==> config.mk <==
export PLATFORM = sky130hd
export DESIGN_NAME = writeback_stage
export DESIGN_NICKNAME = d
export VERILOG_FILES = /design/src/rtl/writeback_stage.sv
export SDC_FILE = /design/constraint.sdc
export NUM_CORES = 1
export LEC_CHECK = 0
export CAP_MARGIN = 20
export CORE_MARGIN = 2
export CORE_UTILIZATION = 30
export CTS_CLUSTER_SIZE = 10
export DETAILED_ROUTE_END_ITERATION = 10
export PLACE_DENSITY = 0.66
export SLEW_MARGIN = 20
export SYNTH_ARGS = -nofsm -noshare
export SYNTH_HDL_FRONTEND = slang
export SYNTH_SLANG_ARGS = --single-unit
==> constraint.sdc <==
create_clock -name Clk -period 2.6 [get_ports Clk]
set_input_delay 0.39 -clock Clk [delete_from_list [all_inputs] [get_ports Clk]]
set_output_delay 0.39 -clock Clk [all_outputs]
set_load 0.1 [all_outputs]
==> src/rtl/writeback_stage.sv <==
// writeback_stage: EX/WB pipeline register and register-file write-back driver.
//
// The stage captures the EX instruction and its ALU result on each clock edge.
// In the following cycle it drives the register-file write port, so every
// retiring write instruction produces a write pulse exactly one cycle wide.
// It also forwards the WB result to ID, which covers the case where the
// register file is written and read in the same cycle. A saturating counter
// tracks how many instructions have retired.
//
// Ports:
//   Clk            rising-edge clock
//   Reset          synchronous, active-high reset
//   Instr_Code_EX  EX instruction: [7:6] opcode, [2:0] destination register
//   ALU_Result     EX result that belongs to Instr_Code_EX
//   EX_Valid       EX holds a real instruction (0 = bubble)
//   Stall          EX is held this cycle, so WB takes a bubble
//   Flush          kill the instruction that is entering WB
//   Instr_Code_ID  ID instruction: [7:6] opcode, [5:3] source register
//   RegWrite       register-file write enable
//   Write_Reg_Num  register-file write address
//   Write_Data     register-file write data
//   Fwd_Sel        ID uses Fwd_Data instead of the register-file read
//   Fwd_Data       forwarded value (the WB result)
//   Retired_Count  instructions retired since reset, saturating
module writeback_stage #(
  parameter int unsigned CNT_W       = 16,
  parameter logic [1:0]  NOWB_OPCODE = 2'b11
) (
  input  logic             Clk,
  input  logic             Reset,
  input  logic [7:0]       Instr_Code_EX,
  input  logic [7:0]       ALU_Result,
  input  logic             EX_Valid,
  input  logic             Stall,
  input  logic             Flush,
  input  logic [7:0]       Instr_Code_ID,
  output logic             RegWrite,
  output logic [2:0]       Write_Reg_Num,
  output logic [7:0]       Write_Data,
  output logic             Fwd_Sel,
  output logic [7:0]       Fwd_Data,
  output logic [CNT_W-1:0] Retired_Count
);

  logic             wb_valid_q,  wb_valid_d;
  logic [7:0]       wb_instr_q,  wb_instr_d;
  logic [7:0]       wb_result_q, wb_result_d;
  logic [CNT_W-1:0] count_q,     count_d;

  always_comb begin
    wb_valid_d  = wb_valid_q;
    wb_instr_d  = wb_instr_q;
    wb_result_d = wb_result_q;
    count_d     = count_q;

    if (Flush || Stall) begin
      // A stalled EX presents its instruction again later, so the WB slot
      // becomes a bubble. The instruction and result registers hold.
      wb_valid_d = 1'b0;
    end else begin
      wb_valid_d  = EX_Valid;
      wb_instr_d  = Instr_Code_EX;
      wb_result_d = ALU_Result;
    end

    // Every instruction that leaves WB retires, including jumps. The count
    // stops at all-ones and never wraps.
    if (wb_valid_q && (count_q != '1)) begin
      count_d = count_q + CNT_W'(1);
    end
  end

  always_ff @(posedge Clk) begin
    if (Reset) begin
      wb_valid_q  <= 1'b0;
      wb_instr_q  <= '0;
      wb_result_q <= '0;
      count_q     <= '0;
    end else begin
      wb_valid_q  <= wb_valid_d;
      wb_instr_q  <= wb_instr_d;
      wb_result_q <= wb_result_d;
      count_q     <= count_d;
    end
  end

  assign RegWrite      = wb_valid_q && (wb_instr_q[7:6] != NOWB_OPCODE);
  assign Write_Reg_Num = wb_instr_q[2:0];
  assign Write_Data    = wb_result_q;

  assign Fwd_Sel  = RegWrite
                 && (wb_instr_q[2:0] == Instr_Code_ID[5:3])
                 && (Instr_Code_ID[7:6] != NOWB_OPCODE);
  assign Fwd_Data = wb_result_q;

  assign Retired_Count = count_q;

endmodule

# After elaboration in Yosys (flattened, before gate mapping)
# Index checks and enable logic that the tools add are counted.
[word_totals] input_bits=29 register_bits=33
[op_classes] reduce_logical=6 add_sub_neg=1 eq_ne=4
[ops] operator="$add 16x1->16 const B" count=1
[ops] operator="$ne 16x16->1 const B" count=1
[ops] operator="$logic_and 1x1->1" count=4
[ops] operator="$ne 2x2->1 const B" count=2
[ops] operator="$eq 3x3->1" count=1
[ops] operator="$reduce_or 2->1" count=1
[ops] operator="$logic_or 1x1->1" count=1

# Depth between registers and ports, before layout
# Gate-level depths: netlist of the first run.
[depth] word_depth=4 depth_mapped=6 mapped_depth_nobuf=5

# Least setup slack after synthesis of the first run
# OpenSTA, ideal clock, no wires.
[synth_path] path_kind="flip-flop to output port" from="reg wb_valid_q" to="out Fwd_Sel" path_stages_with_launch=4 setup_slack_ps=-2984 required_ps=2210 t_arrival_ps=5194 cell_sequence="dfxtp_1 a21boi_0 nand3_1 a211oi_1"
[synth_between] elab_chain_len=3
[synth_lines] item="start: declaration" line="45" source="logic wb_valid_q, wb_valid_d;"
[synth_lines] item="start signal: assignment" line="80" source="wb_valid_q <= wb_valid_d;"
[synth_lines] item="$logic_and 1x1->1" line="87" source="assign RegWrite = wb_valid_q && (wb_instr_q[7:6] != NOWB_OPCODE);"
[synth_lines] item="via RegWrite" line="37" source="output logic RegWrite,"
[synth_lines] item="$logic_and 1x1->1" line="92" source="&& (wb_instr_q[2:0] == Instr_Code_ID[5:3])"
[synth_lines] item="$logic_and 1x1->1" line="93" source="&& (Instr_Code_ID[7:6] != NOWB_OPCODE);"
[synth_lines] item="end: declaration" line="40" source="output logic Fwd_Sel,"
# The timed path passes the listed nets, and every way through them passes these cells.

# Final worst setup path of the first run
[layout_path] from="in Instr_Code_ID[4]" to="out Fwd_Sel"
[layout_between] elab_chain_len=3
[layout_lines] item="start: declaration" line="36" source="input logic [7:0] Instr_Code_ID,"
[layout_lines] item="$eq 3x3->1" line="92"
[layout_lines] item="$logic_and 1x1->1" line="92"
[layout_lines] item="$logic_and 1x1->1" line="93"
# Every way passes these cells.

==> out/metrics.cfg, run 1 <==
[synth]
synth.distinct_cells=39
synth_warnings=0
synthCells=173
syn-cell-area_mm2=0.00149
ys_seq_area_share_pct=40.3
ys_ff_latch=30
syn_nets=203
avgSynthCellArea_um2=8.61

[min_path]
hold_path_class=reg2reg
worstHoldStart=Fwd_Data[6]$_SDFFE_PP0N_

[drt]
drtAntennaViolNets=0
drc=0
drt_wl_total_um=3570
drtIter0Drc=71
vias=1365
routed_via_density=4.67
firstDrtPassIters=4
wire_per_inst_um=12.2

[cells_and_area]
fill_cells=517
diodes=0
multi_input_area_um2=788
num-nets-final=255
syn2layout_area_growth_pct=40.8
seq_area_um2=601
drive_above_1_share_pct=25.3

[pwr]
power_frac_comb_pct=19.7
pwr-share-seq_pct=46.3
p_switching_uw=319
p_clk_share_pct=34.0
ir_worst_vdd_uv=206
p_total_uw=1030
swShare_pct=30.8
leakagePower_uw=0.000809
power.density_mw_per_mm2=493
power.internal_uw=716

[clocking]
numCtsBuffers=5
postCtsHoldBufs=0
clockBufferDepth=2
cts.sinks=30
cts_tree=yes
insertion_delay_ns=0.28
cts_setup_buffers=0
root_buffer=clkbuf_8
cts-resized-gates=0
htreeDepth=2
clk_pin_slew_worst_paths_ns=0.06

[critical_path]
end_kind=output port
required_ns=2.21
crit_type=in2out
regToRegStartpoint=Retired_Count[0]$_SDFFE_PP0P_
cp_max_fo=1
cp-start-kind=input port
crit_arrival_ns=1.59
crit_start=Instr_Code_ID[4]

[sta]
rsz0062_at_grt=no
setup_ws_ns=0.624
fin_setup_tns_ns=0
final-hold-violation-count=0
fin_crit_sh_pct=76.0
setup_viol=0
max_freq_ghz=0.506
worst_slew_pin_slew_ns=0.502
clock_skew_ns=0.00591
maxSlewHeadroom_pct=66.4
slew_viol_final=0
period_needed_ns=1.98
whs_ns=0.475

[grt]
grt_overflow_total=0
grt_max_degree=15
antenna_found_initial=0
grt_pass1_wl_um=5750
grt_pass1_vias=1263
grt_usage_pct=13.5

[floorplanning]
die_w_um=74.5
dieArea_mm2=0.00554
core_mm2=0.00475
initial_utilization_pct=31.3
dieHeight_um=74.5
io_pins=66
std_cell_rows=25

[place]
place_ws_ns=0.611
dp_hpwl_um=2550
gp_congestion=0.762
io_buffers=59

[status]
status=completed

[job]
max-cap-violations=0

[flip-flops by register name (all words and copies together) (netlist names)]
signal         flops
Retired_Count     16
Fwd_Data           8
wb_instr_q         5
wb_valid_q         1
[per-stage QoR]
stage,area (um^2),utilization (%),instances
2_1_floorplan,1510,-,173
3_3_place_gp,2020,42.5,285
3_5_place_dp,2020,42.5,285
4_1_cts,2100,44.1,292
5_1_grt,2100,44.1,292
6_report,2100,44.1,292
[final cells by class]
| class | instances | area share [%] |
|---|---|---|
| multi-input combinational | 123 | 37.6 |
| tap | 67 | 4.00 |
| sequential | 30 | 28.6 |
| inverter | 2 | 0.358 |
| clock buffer | 7 | 3.64 |
| timing repair buffer | 63 | 25.8 |
[cell families after synthesis]
kind of cell	synth area share, %
DFF	40.3
adders and majority gates	0.840
muxes	3.11
buffers and inverters	8.32
AOI/OAI and AO/OA	14.5
xor gates and xnor gates	3.53
and+or+nand+nor	29.4
[layer usage]
| layer | up-vias | part of all wire, % | track usage (%) |
|---|---|---|---|
| met5 | - | 0 | 0 |
| met4 | 0 | 1.7 | 5.95 |
| met3 | 5 | 4.7 | 3.79 |
| met2 | 29 | 45 | 21.5 |
| met1 | 628 | 49 | 17.2 |
| li1 | 703 | - | - |
[worst max-delay path, stage by stage]
cell             delay (ns)
clkdlybuf4s50_1        0.47
xnor2_1                0.11
nand3_1                0.14
a211oi_4               0.27
buf_12                 0.21
[cells in the mapped netlist]
master | n | share of area, %
nor3b_1 | 1 | 0.50
and4bb_1 | 1 | 0.84
or4b_1 | 1 | 0.67
or3_1 | 5 | 2.1
nand2_1 | 32 | 8.1
nor4_2 | 1 | 0.84
a211oi_1 | 2 | 1.0
o41ai_1 | 2 | 1.2
xor2_1 | 2 | 1.2
buf_6 | 1 | 0.76
nand4_1 | 4 | 1.7
or4_1 | 2 | 1.0
nor3_1 | 2 | 0.67
nor2b_1 | 2 | 0.84
and4_2 | 1 | 0.67
nand4_4 | 2 | 2.9
or2_2 | 2 | 0.84
a21boi_0 | 1 | 0.50
mux2i_1 | 2 | 1.3
nand3_1 | 4 | 1.3
o31ai_1 | 1 | 0.50
o41ai_4 | 1 | 1.8
inv_1 | 2 | 0.50
dfxtp_1 | 30 | 40
or2_0 | 1 | 0.42
nor4_1 | 1 | 0.42
buf_4 | 11 | 5.5
clkbuf_1 | 5 | 1.3
a21oi_1 | 21 | 7.1
nand4_2 | 1 | 0.84
ha_1 | 1 | 0.84
and4_1 | 3 | 1.8
buf_1 | 1 | 0.25
o21ai_1 | 5 | 1.7
xnor2_1 | 4 | 2.4
nor2_1 | 12 | 3.0
mux2_1 | 1 | 0.76
a2111oi_1 | 1 | 0.67
mux2_4 | 1 | 1.0
[power groups by stage]
stage	Clock (uW)	Combinational (uW)	Sequential [uW]
floorplan	0	103	533
global placement	0	203	489
detailed placement	0	204	490
CTS	367	205	479
global route	381	212	480
finish	352	203	479
[layout by cell type (no fill, tap or decap), types with 3 or more instances in the layout]
cell type	instances
a21oi_1	21
clkbuf_8	5
or3_1	5
buf_4	40
nand2_1	32
dfxtp_1	30
nand3_1	4
nand4_1	4
clkdlybuf4s50_1	22
o21ai_1	5
xnor2_1	4
nor2_1	12
and4_1	3
[path summary, 6_finish.rpt]
kind	cells after the start	slack (ns)	end
max	5	0.62	Fwd_Sel
min reg2reg	2	0.47	Fwd_Data[6]$_SDFFE_PP0N_
max reg2reg	5	0.64	Retired_Count[15]$_SDFFE_PP0P_
min	2	0.47	Fwd_Data[6]$_SDFFE_PP0N_
Power figures use the tool's default switching activity.
==> run 2: changes to the inputs <==
--- a/config.mk
+++ b/config.mk
@@ -10,7 +10,7 @@
 export CORE_UTILIZATION = 30
 export CTS_CLUSTER_SIZE = 10
 export DETAILED_ROUTE_END_ITERATION = 10
-export PLACE_DENSITY = 0.66
+export PLACE_DENSITY = 0.68
 export SLEW_MARGIN = 20
 export SYNTH_ARGS = -nofsm -noshare
 export SYNTH_HDL_FRONTEND = slang
==> constraint.sdc (replaced) <==
create_clock -name Clk -period 1.7 [get_ports Clk]
set_input_delay 0.255 -clock Clk [delete_from_list [all_inputs] [get_ports Clk]]
set_output_delay 0.255 -clock Clk [all_outputs]
set_load 0.1 [all_outputs]
==> out/metrics.cfg, run 2 (synthesized netlist as in run 1, its figures left out) <==
[sta]
setup_viol=0
worst_slew_pin_slew_ns=0.399
rsz0062_at_grt=yes
slew_viol_final=0
final-hold-violation-count=0
setup_ws_ns=0.00644
maxSlewHeadroom_pct=73.3
fin_crit_sh_pct=99.6
whs_ns=0.496
clock_skew_ns=0.00572
max_freq_ghz=0.590
period_needed_ns=1.69
fin_setup_tns_ns=0

[clocking]
htreeDepth=2
numCtsBuffers=5
clk_pin_slew_worst_paths_ns=0.06
root_buffer=clkbuf_8
postCtsHoldBufs=0
cts_tree=yes
clockBufferDepth=2
insertion_delay_ns=0.28
cts.sinks=30

[critical_path]
r2r_cells=5
slowest_stage=o41ai_4
ff2ff_setup_slack_ns=0.006
cp_top_family=compound AO/OA/AOI/OAI gates
required_ns=1.86
cp_max_fo=5
end_kind=register
regToRegStartpoint=Retired_Count[0]$_SDFFE_PP0P_
crit_arrival_ns=1.86
cp_cell_sequence=ha_4 > nand4_4 > o41ai_4 > nor4_1 > mux2_1
r2r-end=Retired_Count[13]$_SDFFE_PP0P_
crit_type=reg2reg
cp_num_cells=5
cp-start-kind=register
max_stage_delay_ns=0.49
path_buf_inv=0

[floorplanning]
io_pins=66
initial_utilization_pct=31.3
dieArea_mm2=0.00554
std_cell_rows=25
die_w_um=74.5
dieHeight_um=74.5
core_mm2=0.00475

[status]
status=completed

[pwr]
power_frac_comb_pct=23.1
swShare_pct=30.4
p_switching_uw=499
ir_worst_vdd_uv=350
p_clk_share_pct=33.1
leakagePower_uw=0.00102
power.density_mw_per_mm2=597
power.internal_uw=1140
pwr-share-seq_pct=43.9

[cells_and_area]
num-nets-final=264
final_cell_mix=37 x buf_12, 32 x nand2_1, 21 x a21oi_1
syn2layout_area_growth_pct=84.3
drive_above_1_share_pct=37.9
largest_reg_flops=16
final_common_cell=buf_12
diodes=0
final_cells=302
finish.utilization_pct=57.7

[drt]
drtIter0Drc=70
met3WireLength_um=179
routed_via_density=4.67
firstDrtPassIters=4
wl_met2_um=1840
top_layer_used=met4
vias=1409
drt_wl_total_um=3640
wl_met1_um=1570
wire_per_inst_um=12.1
drc=0
drtAntennaViolNets=0

[min_path]
worstHoldStart=wb_instr_q[6]$_SDFFE_PP0N_
hold_path_class=reg2reg
whs_endpoint=wb_instr_q[6]$_SDFFE_PP0N_
min_path_cells=2

[place]
io_buffers=59
gp_congestion=0.737
dpl.cell_count=286
place_ws_ns=0.00495
dp_hpwl_um=2710

[grt]
grt_overflow_total=0
grt_pass1_vias=1339
antenna_found_initial=0
grt_max_degree=15
grt_pass1_wl_um=6010
grt_usage_pct=14.0

[job]
max-cap-violations=0

## run 2: changes by cell type in the layout (fill, tap and decap cells not counted), sizes merged
| cell | previous run | this run |
|---|---|---|
| clkbuf | 7 | 8 |
| clkdlybuf4s50 | 22 | 20 |
| buf | 41 | 50 |
| dlymetal6s2s | 0 | 2 |
## run 2: what timing repair did
| action | CTS | global route |
|---|---|---|
| resized for setup | 1 | 7 |
| pin swaps | 0 | 5 |
| setup endpoints to repair | 2 | 4 |
| cloned | 0 | 1 |
| setup buffers | 1 | 6 |
## run 2: cell type report
class | instances | area, um^2
fill | 405 | 2010
timing repair buffer | 72 | 1060
multi-input combinational | 123 | 841
sequential | 30 | 667
tap | 67 | 83.8
clock buffer | 8 | 80.1
inverter | 2 | 7.51
## run 2: worst max path at each step
stage               slack, ns                        endpoint                           from
floorplan               -0.54                         Fwd_Sel          wb_valid_q$_SDFF_PP0_
global placement         0.04                         Fwd_Sel               Instr_Code_ID[5]
detailed placement      0.005   Retired_Count[1]$_SDFFE_PP0P_  Retired_Count[1]$_SDFFE_PP0P_
CTS                      0.02                         Fwd_Sel               Instr_Code_ID[5]
global route            -0.05   Retired_Count[1]$_SDFFE_PP0P_  Retired_Count[0]$_SDFFE_PP0P_
finish                  0.006  Retired_Count[13]$_SDFFE_PP0P_  Retired_Count[0]$_SDFFE_PP0P_
## run 2: stage by stage
step | area, um^2 | power, uW
after CTS | 2670 | 1660
after detailed placement | 2580 | 1110
after floorplan | 1610 | 951
final | 2740 | 1640
after global routing | 2740 | 1710
after global placement | 2580 | 1100
## run 2: routing by layer
| layer | up-vias | global-route usage [%] |
|---|---|---|
| met5 | - | 0 |
| met2 | 33 | 23.9 |
| li1 | 733 | - |
| met4 | 0 | 4.17 |
| met1 | 638 | 16.9 |
| met3 | 5 | 4.61 |
## run 2: power groups by stage
stage / sequential (uW) / combinational, uW / clock (uW)
6_report: 719 / 378 / 542
5_1_grt: 721 / 393 / 601
3_5_place_dp: 736 / 369 / 0
2_1_floorplan: 792 / 160 / 0
3_3_place_gp: 736 / 367 / 0
4_1_cts: 721 / 372 / 566
## run 2: worst reg2reg max path: cells and delay by family (launching register included)
family	cells	cell delay, ns
simple gates	2	0.24
compound gates	1	0.50
mux	1	0.32
flops	1	0.37
fa+ha+maj	1	0.16
==> run 3: changes to the inputs <==
--- a/config.mk
+++ b/config.mk
@@ -5,12 +5,13 @@
 export SDC_FILE = /design/constraint.sdc
 export NUM_CORES = 1
 export LEC_CHECK = 0
-export CAP_MARGIN = 20
+export CELL_PAD_IN_SITES_DETAIL_PLACEMENT = 1
+export CELL_PAD_IN_SITES_GLOBAL_PLACEMENT = 1
 export CORE_MARGIN = 2
-export CORE_UTILIZATION = 30
+export CORE_UTILIZATION = 27
 export CTS_CLUSTER_SIZE = 10
 export DETAILED_ROUTE_END_ITERATION = 10
-export PLACE_DENSITY = 0.68
+export PLACE_DENSITY = 0.81
 export SLEW_MARGIN = 20
 export SYNTH_ARGS = -nofsm -noshare
 export SYNTH_HDL_FRONTEND = slang
==> out/metrics.cfg, run 3 (synthesized netlist as in run 1, its figures left out) <==
[drt]
routed_via_density=4.88
drtIter0Drc=72
wire_per_inst_um=15.0
firstDrtPassIters=4
drtAntennaViolNets=0
drc=0
drt_wl_total_um=4560
vias=1482

[clocking]
clockBufferDepth=2
clk_pin_slew_worst_paths_ns=0.07
insertion_delay_ns=0.28
numCtsBuffers=5
postCtsHoldBufs=0
root_buffer=clkbuf_8
cts_tree=yes
cts.sinks=30
htreeDepth=2

[floorplanning]
dieArea_mm2=0.00612
core_mm2=0.00541
io_pins=66
die_w_um=78.3
std_cell_rows=27
initial_utilization_pct=27.5
dieHeight_um=78.3

[pwr]
leakagePower_uw=0.00102
ir_worst_vdd_uv=346
power.density_mw_per_mm2=615
p_total_uw=1690

[cells_and_area]
num-nets-final=261
final_cell_mix=37 x buf_12, 32 x nand2_1, 21 x a21oi_1
finish.utilization_pct=50.9
drive_above_1_share_pct=38.8
diodes=0
fill_cells=594
final_common_cell=buf_12
design_area_mm2=0.00275
syn2layout_area_growth_pct=84.8
largest_reg_flops=16

[place]
placed_cell_area_mm2=0.00259
gp_congestion=0.708
io_buffers=59
dp_hpwl_um=3360

[grt]
grt_pass1_vias=1628
grt_max_degree=22
grt_overflow_total=0
antenna_found_initial=0
grt_usage_pct=16.0
grt_pass1_wl_um=7800

[critical_path]
regToRegStartpoint=Retired_Count[11]$_SDFFE_PP0P_
end_kind=output port
crit_arrival_ns=1.43
r2r_cells=5
required_ns=1.44
crit_type=reg2out
cp-start-kind=register
cp_max_fo=4
crit_start=wb_valid_q$_SDFF_PP0_

[job]
max-cap-violations=0

[sta]
whs_ns=0.503
slew_viol_final=0
fin_crit_sh_pct=98.9
period_needed_ns=1.68
maxSlewHeadroom_pct=75.0
max_freq_ghz=0.595
final-hold-violation-count=0
setup_viol=0
rsz0062_at_grt=yes
worst_slew_pin_slew_ns=0.373
clock_skew_ns=0.00706

[min_path]
hold_path_class=reg2reg
worstHoldStart=wb_instr_q[2]$_SDFFE_PP0N_
min_path_cells=2

[status]
status=completed

## run 3: final cells by class
cell class	count	area, um^2	area share [%]
Clock buffer	7	86.3	3.14
Clock inverter	1	5.00	0.182
Inverter	2	7.51	0.273
Multi-Input combinational cell	123	851	30.9
Sequential cell	30	667	24.2
Tap cell	72	90.1	3.27
Timing Repair Buffer	69	1040	38.0
## run 3: stage by stage
| stage | setup TNS [ns] | instances | setup WS, ns |
|---|---|---|---|
| floorplan | -0.744 | 173 | -0.540 |
| global placement | 0 | 292 | 0.0414 |
| detailed placement | -0.0167 | 292 | -0.0167 |
| CTS | 0 | 303 | 0.00913 |
| global route | -0.0510 | 304 | -0.0342 |
| finish | 0 | 304 | 0.0179 |
## run 3: report_power, final
group / internal [uW] / switching, uW / total, uW / leakage (uW)
Sequential: 693 / 26.7 / 720 / 0.000258
Combinational: 153 / 224 / 377 / 0.000712
Clock: 326 / 270 / 596 / 0.0000482
## run 3: critical path, cell delays in order (launching register included)
cell      delay, ns
dfxtp_4        0.36
a21boi_4       0.19
nand3_2        0.11
a211oi_4       0.27
buf_12         0.21
## run 3: path summary, 6_finish.rpt
kind	endpoint	slack, ns
worst min register to register	wb_instr_q[2]$_SDFFE_PP0N_	0.50
worst max register to register	Retired_Count[1]$_SDFFE_PP0P_	0.06
worst min-delay path	wb_instr_q[2]$_SDFFE_PP0N_	0.50
worst max-delay path	Fwd_Sel	0.02
## run 3: repair_timing
item | 4_1_cts | 5_1_grt
setup endpoints to repair | 3 | 6
pin swaps | 2 | 4
buffers inserted | 3 | 1
resized for setup | 2 | 8
## run 3: per-layer routing
metal	share of wire (%)	track usage (%)	vias up
met4	1.3	5.61	0
met1	40	18.5	727
met5	0	0	-
met2	55	29.0	29
met3	3.5	3.56	6
li1	-	-	720
